### src/rtl/fetch_pkg.sv
// fetch_pkg: fetch FSM state encoding and word-alignment constants shared by the fetch queue
package fetch_pkg;
    typedef enum logic [1:0] {INIT, FETCH, FULL, DRAIN} fetch_state_t;
    localparam int WORD_BYTES = 4;
    // Wide enough for any address width; users size-cast it down to ADDR_W.
    localparam logic [63:0] ALIGN_MASK = ~64'(WORD_BYTES - 1);
endpackage

### src/rtl/fetch_queue.sv
// fetch_queue: synchronous FIFO of {pc, inst} pairs with flush and a registered head
//   clk, rst_n           clock, asynchronous active-low reset
//   flush                empties the queue; same-cycle push/pop ignored
//   push, push_pc/inst   write one entry (dropped when full)
//   pop                  remove the head entry (dropped when empty)
//   count                current occupancy
//   head_valid/pc/inst   head entry; pc/inst hold their last value when empty
module fetch_queue #(
    parameter int DEPTH  = 4,
    parameter int ADDR_W = 32,
    parameter int DATA_W = 32
) (
    input  logic                    clk,
    input  logic                    rst_n,
    input  logic                    flush,
    input  logic                    push,
    input  logic [ADDR_W-1:0]       push_pc,
    input  logic [DATA_W-1:0]       push_inst,
    input  logic                    pop,
    output logic [$clog2(DEPTH):0]  count,
    output logic                    head_valid,
    output logic [ADDR_W-1:0]       head_pc,
    output logic [DATA_W-1:0]       head_inst
);
    localparam int PW = $clog2(DEPTH);
    localparam logic [PW:0] FULL_CNT = (PW+1)'(DEPTH);
    logic [ADDR_W+DATA_W-1:0] mem [DEPTH];
    logic [PW-1:0] rd_ptr, wr_ptr, rd_nxt;
    logic [PW:0] count_nxt;
    logic do_push, do_pop, head_from_push;
    assign do_pop = pop && count != '0;
    assign do_push = push && count != FULL_CNT;
    assign count_nxt = count + (PW+1)'(do_push) - (PW+1)'(do_pop);
    assign rd_nxt = rd_ptr + PW'(do_pop);
    // The incoming word becomes the head when it lands in an empty queue, or when the
    // only resident entry leaves on the same edge.
    assign head_from_push = do_push && count == (PW+1)'(do_pop);
    assign head_valid = count != '0;
    always_ff @(posedge clk)
        if (do_push) mem[wr_ptr] <= {push_pc, push_inst};
    always_ff @(posedge clk or negedge rst_n) begin
        if (!rst_n) begin
            count <= '0;
            rd_ptr <= '0;
            wr_ptr <= '0;
            {head_pc, head_inst} <= '0;
        end else if (flush) begin
            count <= '0;
            rd_ptr <= '0;
            wr_ptr <= '0;
        end else begin
            count <= count_nxt;
            rd_ptr <= rd_nxt;
            wr_ptr <= wr_ptr + PW'(do_push);
            if (count_nxt != '0) {head_pc, head_inst} <= head_from_push ? {push_pc, push_inst} : mem[rd_nxt];
        end
    end
endmodule

### src/rtl/inst_fetch_queue.sv
// inst_fetch_queue: sequential instruction fetcher with single-outstanding memory reads and a decode queue
//   CLK, MasterReset_L        clock, asynchronous active-low reset
//   startPC                   first fetch address after reset release
//   Redirect, RedirectPC      flush and restart fetch at RedirectPC
//   MemReq, MemAddr           read request to instruction memory (held until MemAck)
//   MemAck, MemRData          request accepted, data valid the same cycle
//   InstValid, Inst, InstPC   queue head to decode
//   InstReady                 decode accepts the head this cycle
module inst_fetch_queue
    import fetch_pkg::*;
#(
    parameter int DEPTH  = 4,
    parameter int ADDR_W = 32,
    parameter int DATA_W = 32
) (
    input  logic              CLK,
    input  logic              MasterReset_L,
    input  logic [ADDR_W-1:0] startPC,
    input  logic              Redirect,
    input  logic [ADDR_W-1:0] RedirectPC,
    output logic              MemReq,
    output logic [ADDR_W-1:0] MemAddr,
    input  logic              MemAck,
    input  logic [DATA_W-1:0] MemRData,
    output logic              InstValid,
    output logic [DATA_W-1:0] Inst,
    output logic [ADDR_W-1:0] InstPC,
    input  logic              InstReady
);
    localparam int CW = $clog2(DEPTH) + 1;
    localparam logic [CW-1:0] FULL_CNT = CW'(DEPTH);
    localparam logic [ADDR_W-1:0] MASK = ADDR_W'(ALIGN_MASK);
    fetch_state_t state, state_nxt;
    logic [ADDR_W-1:0] fetch_pc, target, redir_pc;
    logic [CW-1:0] count;
    logic req, ack, pending, flush, push, pop;
    assign redir_pc = RedirectPC & MASK;
    // Request depends only on registered state, so once raised it cannot drop before the
    // ack: the count can only fall while waiting, and DRAIN keeps it up regardless.
    assign req = (state == FETCH && count != FULL_CNT) || state == DRAIN;
    assign ack = req && MemAck;
    assign pending = req && !MemAck;
    assign flush = Redirect && state != INIT;
    assign push = ack && state == FETCH && !flush;
    assign pop = InstValid && InstReady && !flush;
    assign MemReq = req;
    assign MemAddr = fetch_pc;
    always_comb begin
        state_nxt = state;
        case (state)
            INIT:    state_nxt = FETCH;
            FETCH:   state_nxt = Redirect ? (pending ? DRAIN : FETCH) : (count == FULL_CNT ? FULL : FETCH);
            FULL:    state_nxt = (Redirect || count != FULL_CNT) ? FETCH : FULL;
            DRAIN:   state_nxt = MemAck ? FETCH : DRAIN;
            default: state_nxt = INIT;
        endcase
    end
    always_ff @(posedge CLK or negedge MasterReset_L) begin
        if (!MasterReset_L) begin
            state <= INIT;
            fetch_pc <= '0;
            target <= '0;
        end else begin
            state <= state_nxt;
            if (flush) target <= redir_pc;
            // In DRAIN the outstanding address stays on MemAddr; the newest target wins on ack.
            if (state == INIT) fetch_pc <= startPC & MASK;
            else if (state == DRAIN) fetch_pc <= MemAck ? (Redirect ? redir_pc : target) : fetch_pc;
            else if (Redirect && !pending) fetch_pc <= redir_pc;
            else if (ack) fetch_pc <= fetch_pc + ADDR_W'(WORD_BYTES);
        end
    end
    fetch_queue #(.DEPTH(DEPTH), .ADDR_W(ADDR_W), .DATA_W(DATA_W)) u_queue (
        .clk(CLK),
        .rst_n(MasterReset_L),
        .flush(flush),
        .push(push),
        .push_pc(fetch_pc),
        .push_inst(MemRData),
        .pop(pop),
        .count(count),
        .head_valid(InstValid),
        .head_pc(InstPC),
        .head_inst(Inst)
    );
endmodule

### config.mk
export PLATFORM = sky130hd
export DESIGN_NAME = inst_fetch_queue
export DESIGN_NICKNAME = d
export VERILOG_FILES = /design/src/rtl/fetch_pkg.sv /design/src/rtl/fetch_queue.sv /design/src/rtl/inst_fetch_queue.sv
export SDC_FILE = /design/constraint.sdc
export NUM_CORES = 1
export LEC_CHECK = 0
export CORE_ASPECT_RATIO = 1.5
export CORE_MARGIN = 1.5
export CORE_UTILIZATION = 25
export CTS_CLUSTER_DIAMETER = 30
export CTS_CLUSTER_SIZE = 10
export DETAILED_ROUTE_END_ITERATION = 8
export GPL_TIMING_DRIVEN = 1
export HOLD_SLACK_MARGIN = 0.08
export PLACE_DENSITY = 0.4
export SYNTH_ARGS = -nofsm -noshare
export SYNTH_HDL_FRONTEND = slang
export SYNTH_SLANG_ARGS = --single-unit
export TNS_END_PERCENT = 30
### constraint.sdc
create_clock -name CLK -period 16.46 [get_ports CLK]
set_clock_uncertainty 0.2 [all_clocks]
set_input_delay 4.115 -clock CLK [delete_from_list [all_inputs] [get_ports CLK]]
set_output_delay 4.115 -clock CLK [all_outputs]
set_load 0.01 [all_outputs]
==> impl_results.rst <==
.. list-table::
   :header-rows: 1

   * - Metric
     - Value
   * - Outcome
     - completed
   * - Total DRC errors in the routed layout
     - 0
   * - Maximum capacitance violations
     - 0
   * - Detailed-route wire length per cell
     - between 20 and 25 um
   * - Total negative setup slack
     - 0 ps
   * - Insertion delay of the later-clocked pin in the worst-skew pair
     - ~630 ps
   * - Final antenna-violating net count
     - 0
   * - Final Hold Violating Endpoints
     - 0
   * - Psw
     - between 1 and 1.5 mW
   * - Final count of negative-setup-slack endpoints
     - 0
   * - Number of inserted diodes
     - 0
   * - Post-Synthesis Cell Area
     - 16500 um2
   * - Max-slew headroom
     - approximately 30%
   * - Antenna violations before repair
     - 0
   * - CTS tree
     - done
   * - Core region area
     - 65300 um2
   * - Start-to-end type of the worst setup path
     - input port to flop
   * - Fraction of synthesis flops using an asynchronous set or reset pin
     - between 30% and 40%
   * - H-tree levels
     - 3
   * - Post-CTS Setup Bufs
     - 0
   * - Final Cycle Share
     - 49.0%
   * - Final Max Tran Viols
     - 0
   * - Post-cts repair resize count
     - 0
   * - Maximum net fanout on the critical path
     - 80
   * - Number of distinct standard cells referenced by the synthesized netlist
     - between 60 and 70
   * - Post-CTS Hold Buffers
     - 0
   * - Std cell rows
     - approximately 120
   * - Most frequent cells after synthesis
     - edfxtp_1, nand2_1, dfrtp_1, nor2_1, a21oi_1
   * - I/O Pins
     - about 200
   * - Chip Width
     - approximately 210 um
   * - Global-route wire length before repair
     - ~75000 um
   * - Via total after detailed routing
     - approximately 11000
   * - Power share of the clock group
     - 40.0%
   * - Slew at the pin closest to its max-slew limit
     - 1050 ps
   * - Cell type contributing the most total cell area after synthesis
     - edfxtp_1
   * - Largest net degree at the start of global routing
     - 81
   * - Cell with the most instances after synthesis
     - edfxtp_1
   * - Min-delay worst type
     - flop to flop
   * - Layout-stage area growth over the synthesis result
     - 36.6%
   * - Avg Vias per Cell
     - about 4.7
   * - Gpl congestion
     - 0.812
   * - TritonCTS buffer count
     - 88
   * - Crit path buf inv count
     - 4
   * - Cell with the largest stage delay on the worst path
     - clkdlybuf4s50_1
   * - Maximum clock frequency
     - around 0.12 GHz
   * - Cell with the most instances on the worst path
     - buf_4
   * - Endpoint arrival time on the critical path
     - around 8400 ps
   * - Main area contributors after synthesis
     - edfxtp_1, dfrtp_1, mux4_2
   * - Switching Share
     - around a third
   * - Router iterations before antenna repair
     - 5
   * - Count of flip-flops with a built-in enable after synthesis
     - between 200 and 250
   * - CP Data Required Time
     - 16800 ps
   * - Clock period minus final worst setup slack
     - roughly 8100 ps
   * - Seq cells post-synth
     - between 300 and 400
   * - Startpoint kind of the worst setup timing path
     - input port
   * - Combined global-route utilization of all metal layers
     - between 10% and 20%
   * - Area of the die
     - roughly 67000 um2
   * - Gate family responsible for the most delay along the worst path
     - buffers and inverters
   * - Lkg Pwr
     - around 8.3 nW
   * - WHS
     - between 200 and 300 ps
   * - CTS clk-pin slew, worst paths
     - roughly 40 ps
   * - Layout Nets
     - approximately 1500
   * - Post-synthesis cell count
     - roughly 1200
   * - Final routed wirelength across all metal layers
     - 50000 um
   * - Share of cells above drive strength 1
     - 17.8%
   * - Root buffer cell
     - clkbuf_16
   * - Clk sinks
     - between 300 and 400
   * - Overall power of the completed layout
     - around 4.4 mW
   * - Remaining global-route overflow
     - 0
   * - Worst-case vdd ir drop
     - approximately 0.00010 V
   * - Most used DFF post-synth
     - edfxtp_1
   * - Endpoint of the worst setup timing path
     - u_queue.head_inst[6]$_DFFE_PN0P_
   * - Count of port buffers added during placement
     - 190
   * - Max stage delay on crit path
     - approximately 790 ps
   * - Unrepaired setup endpoints after global routing
     - no
   * - FF-to-FF End
     - u_queue.head_inst[6]$_DFFE_PN0P_
   * - Starting Density
     - between 20% and 30%
   * - Worst reg2reg startpoint
     - state[0]$_DFF_PN0_
   * - PwrDens
     - between 150 and 200 nW/um2
   * - Crit path cell chain
     - clkdlybuf4s50_1 -> nand2_1 -> nor3_1 -> ha_1 -> inv_1 -> fa_1 -> xor2_1 -> xnor2_1 -> a31oi_4 -> buf_4 -> buf_4 -> nor2_1 -> a21oi_1
   * - Power Internal
     - roughly 3 mW
   * - Proportion of power drawn by combinational gates
     - between 20% and 30%
   * - Syn. warnings
     - 0
   * - Dpl hpwl
     - between 30000 and 40000 um
   * - Starting DRT DRC Count
     - 630
   * - Critical path capture point type
     - flop
   * - DIE HEIGHT
     - 317 um
   * - Number of cells on the critical path
     - 13
   * - Register-to-register setup slack
     - about 12000 ps
   * - Avg Synthesized Cell Area
     - approximately 14 um2
   * - Flop pwr share
     - between 30% and 40%
   * - Via count of the first global-routing pass
     - ~12000
   * - Startpoint of the worst setup timing path
     - MemAck
   * - Number of buffers on the longest clock path
     - 3
   * - Cell count of the worst reg-to-reg path
     - 12
   * - Area share of the leading cell type in the synthesized netlist
     - between 40% and 50%
   * - Sequential cell area fraction in the yosys report
     - 65.2%
-- how the worst min path moves through the flow --
stage | depth (start not counted) | to | slack [ps] | startpoint
final | 2 | target[27]$_DFFE_PN0N_ | 270 | target[27]$_DFFE_PN0N_
after floorplan | 2 | target[11]$_DFFE_PN0N_ | 240 | target[11]$_DFFE_PN0N_
after global routing | 2 | target[18]$_DFFE_PN0N_ | 290 | target[18]$_DFFE_PN0N_
after CTS | 2 | target[19]$_DFFE_PN0N_ | 270 | target[19]$_DFFE_PN0N_
after detailed placement | 2 | target[5]$_DFFE_PN0N_ | 260 | target[5]$_DFFE_PN0N_
after global placement | 2 | target[8]$_DFFE_PN0N_ | 260 | target[8]$_DFFE_PN0N_
-- layout by cell type (no fill, tap or decap), types with 13 or more instances in the layout --
master             n
mux2i_1           82
dfrtp_1          131
clkbuf_16         88
clkinv_4          16
nand3_1           13
nand2_1          132
o21ai_0           28
nand4_1           13
mux4_2            62
nor3_1            15
nor2_1           110
edfxtp_1         248
buf_4             25
a31oi_1           13
clkinvlp_4        17
a21oi_1           88
clkdlybuf4s50_1  188
-- metrics by stage --
| step | instances | cell area (um2) | setup WS, ps | utilization [%] |
|---|---|---|---|---|
| 3_5_place_dp | 2207 | 19400 | 7660 | 29.7 |
| 6_report | 2373 | 22500 | 8400 | 34.4 |
| 2_1_floorplan | 1194 | 16500 | 6020 | - |
| 5_1_grt | 2373 | 22500 | 7970 | 34.4 |
| 3_3_place_gp | 2207 | 19400 | 7720 | 29.7 |
| 4_1_cts | 2373 | 22500 | 8330 | 34.4 |
-- logic make-up after synthesis --
| kind of cell | count (synthesis) | synth area share (%) |
|---|---|---|
| DFF | 379 | 65.2 |
| and+or+nand+nor | 339 | 9.40 |
| AOI/OAI and AO/OA | 214 | 8.19 |
| muxes | 149 | 13.8 |
| buffers and inverters | 90 | 2.23 |
| xor gates and xnor gates | 13 | 0.692 |
| adders and majority gates | 6 | 0.502 |
| other | 1 | 0.0228 |
-- layout make-up --
class	instances	area, um2
Clock buffer	94	2220
Clock inverter	72	853
Fill cell	6518	42800
Inverter	11	41.3
Multi-Input combinational cell	725	5470
Sequential cell	379	10700
Tap cell	877	1100
Timing Repair Buffer	215	2090
-- state kept, by name, summed over array words and instances, names as in the netlist, 3 cells and up --
name	flops
target	30
MemAddr	30
u_queue.head_inst	32
u_queue.head_pc	30
u_queue.count	3
u_queue.mem	248
-- routing by layer --
| layer | vias up | GRT usage (%) | wire, um |
|---|---|---|---|
| li1 | 5033 | - | - |
| met1 | 5583 | 18.1 | 20800 |
| met2 | 327 | 25.5 | 24700 |
| met3 | 100 | 2.92 | 2240 |
| met4 | 0 | 8.45 | 2200 |
| met5 | - | 0 | 0 |
-- worst min-delay path: cells and delay by family (launching register included) --
family / cells / cell delay, ps
and+or+nand+nor: 2 / 100
DFF: 1 / 340
-- power by group through the flow --
stage	clock network [mW]	logic (mW)	registers, mW
final	1.77	1.22	1.44
after CTS	1.82	1.26	1.44
after global routing	1.87	1.35	1.47
after detailed placement	0	1.25	1.46
after global placement	0	1.25	1.45
after floorplan	0	0.696	1.43
No activity file was read; power rests on OpenSTA's default activity.
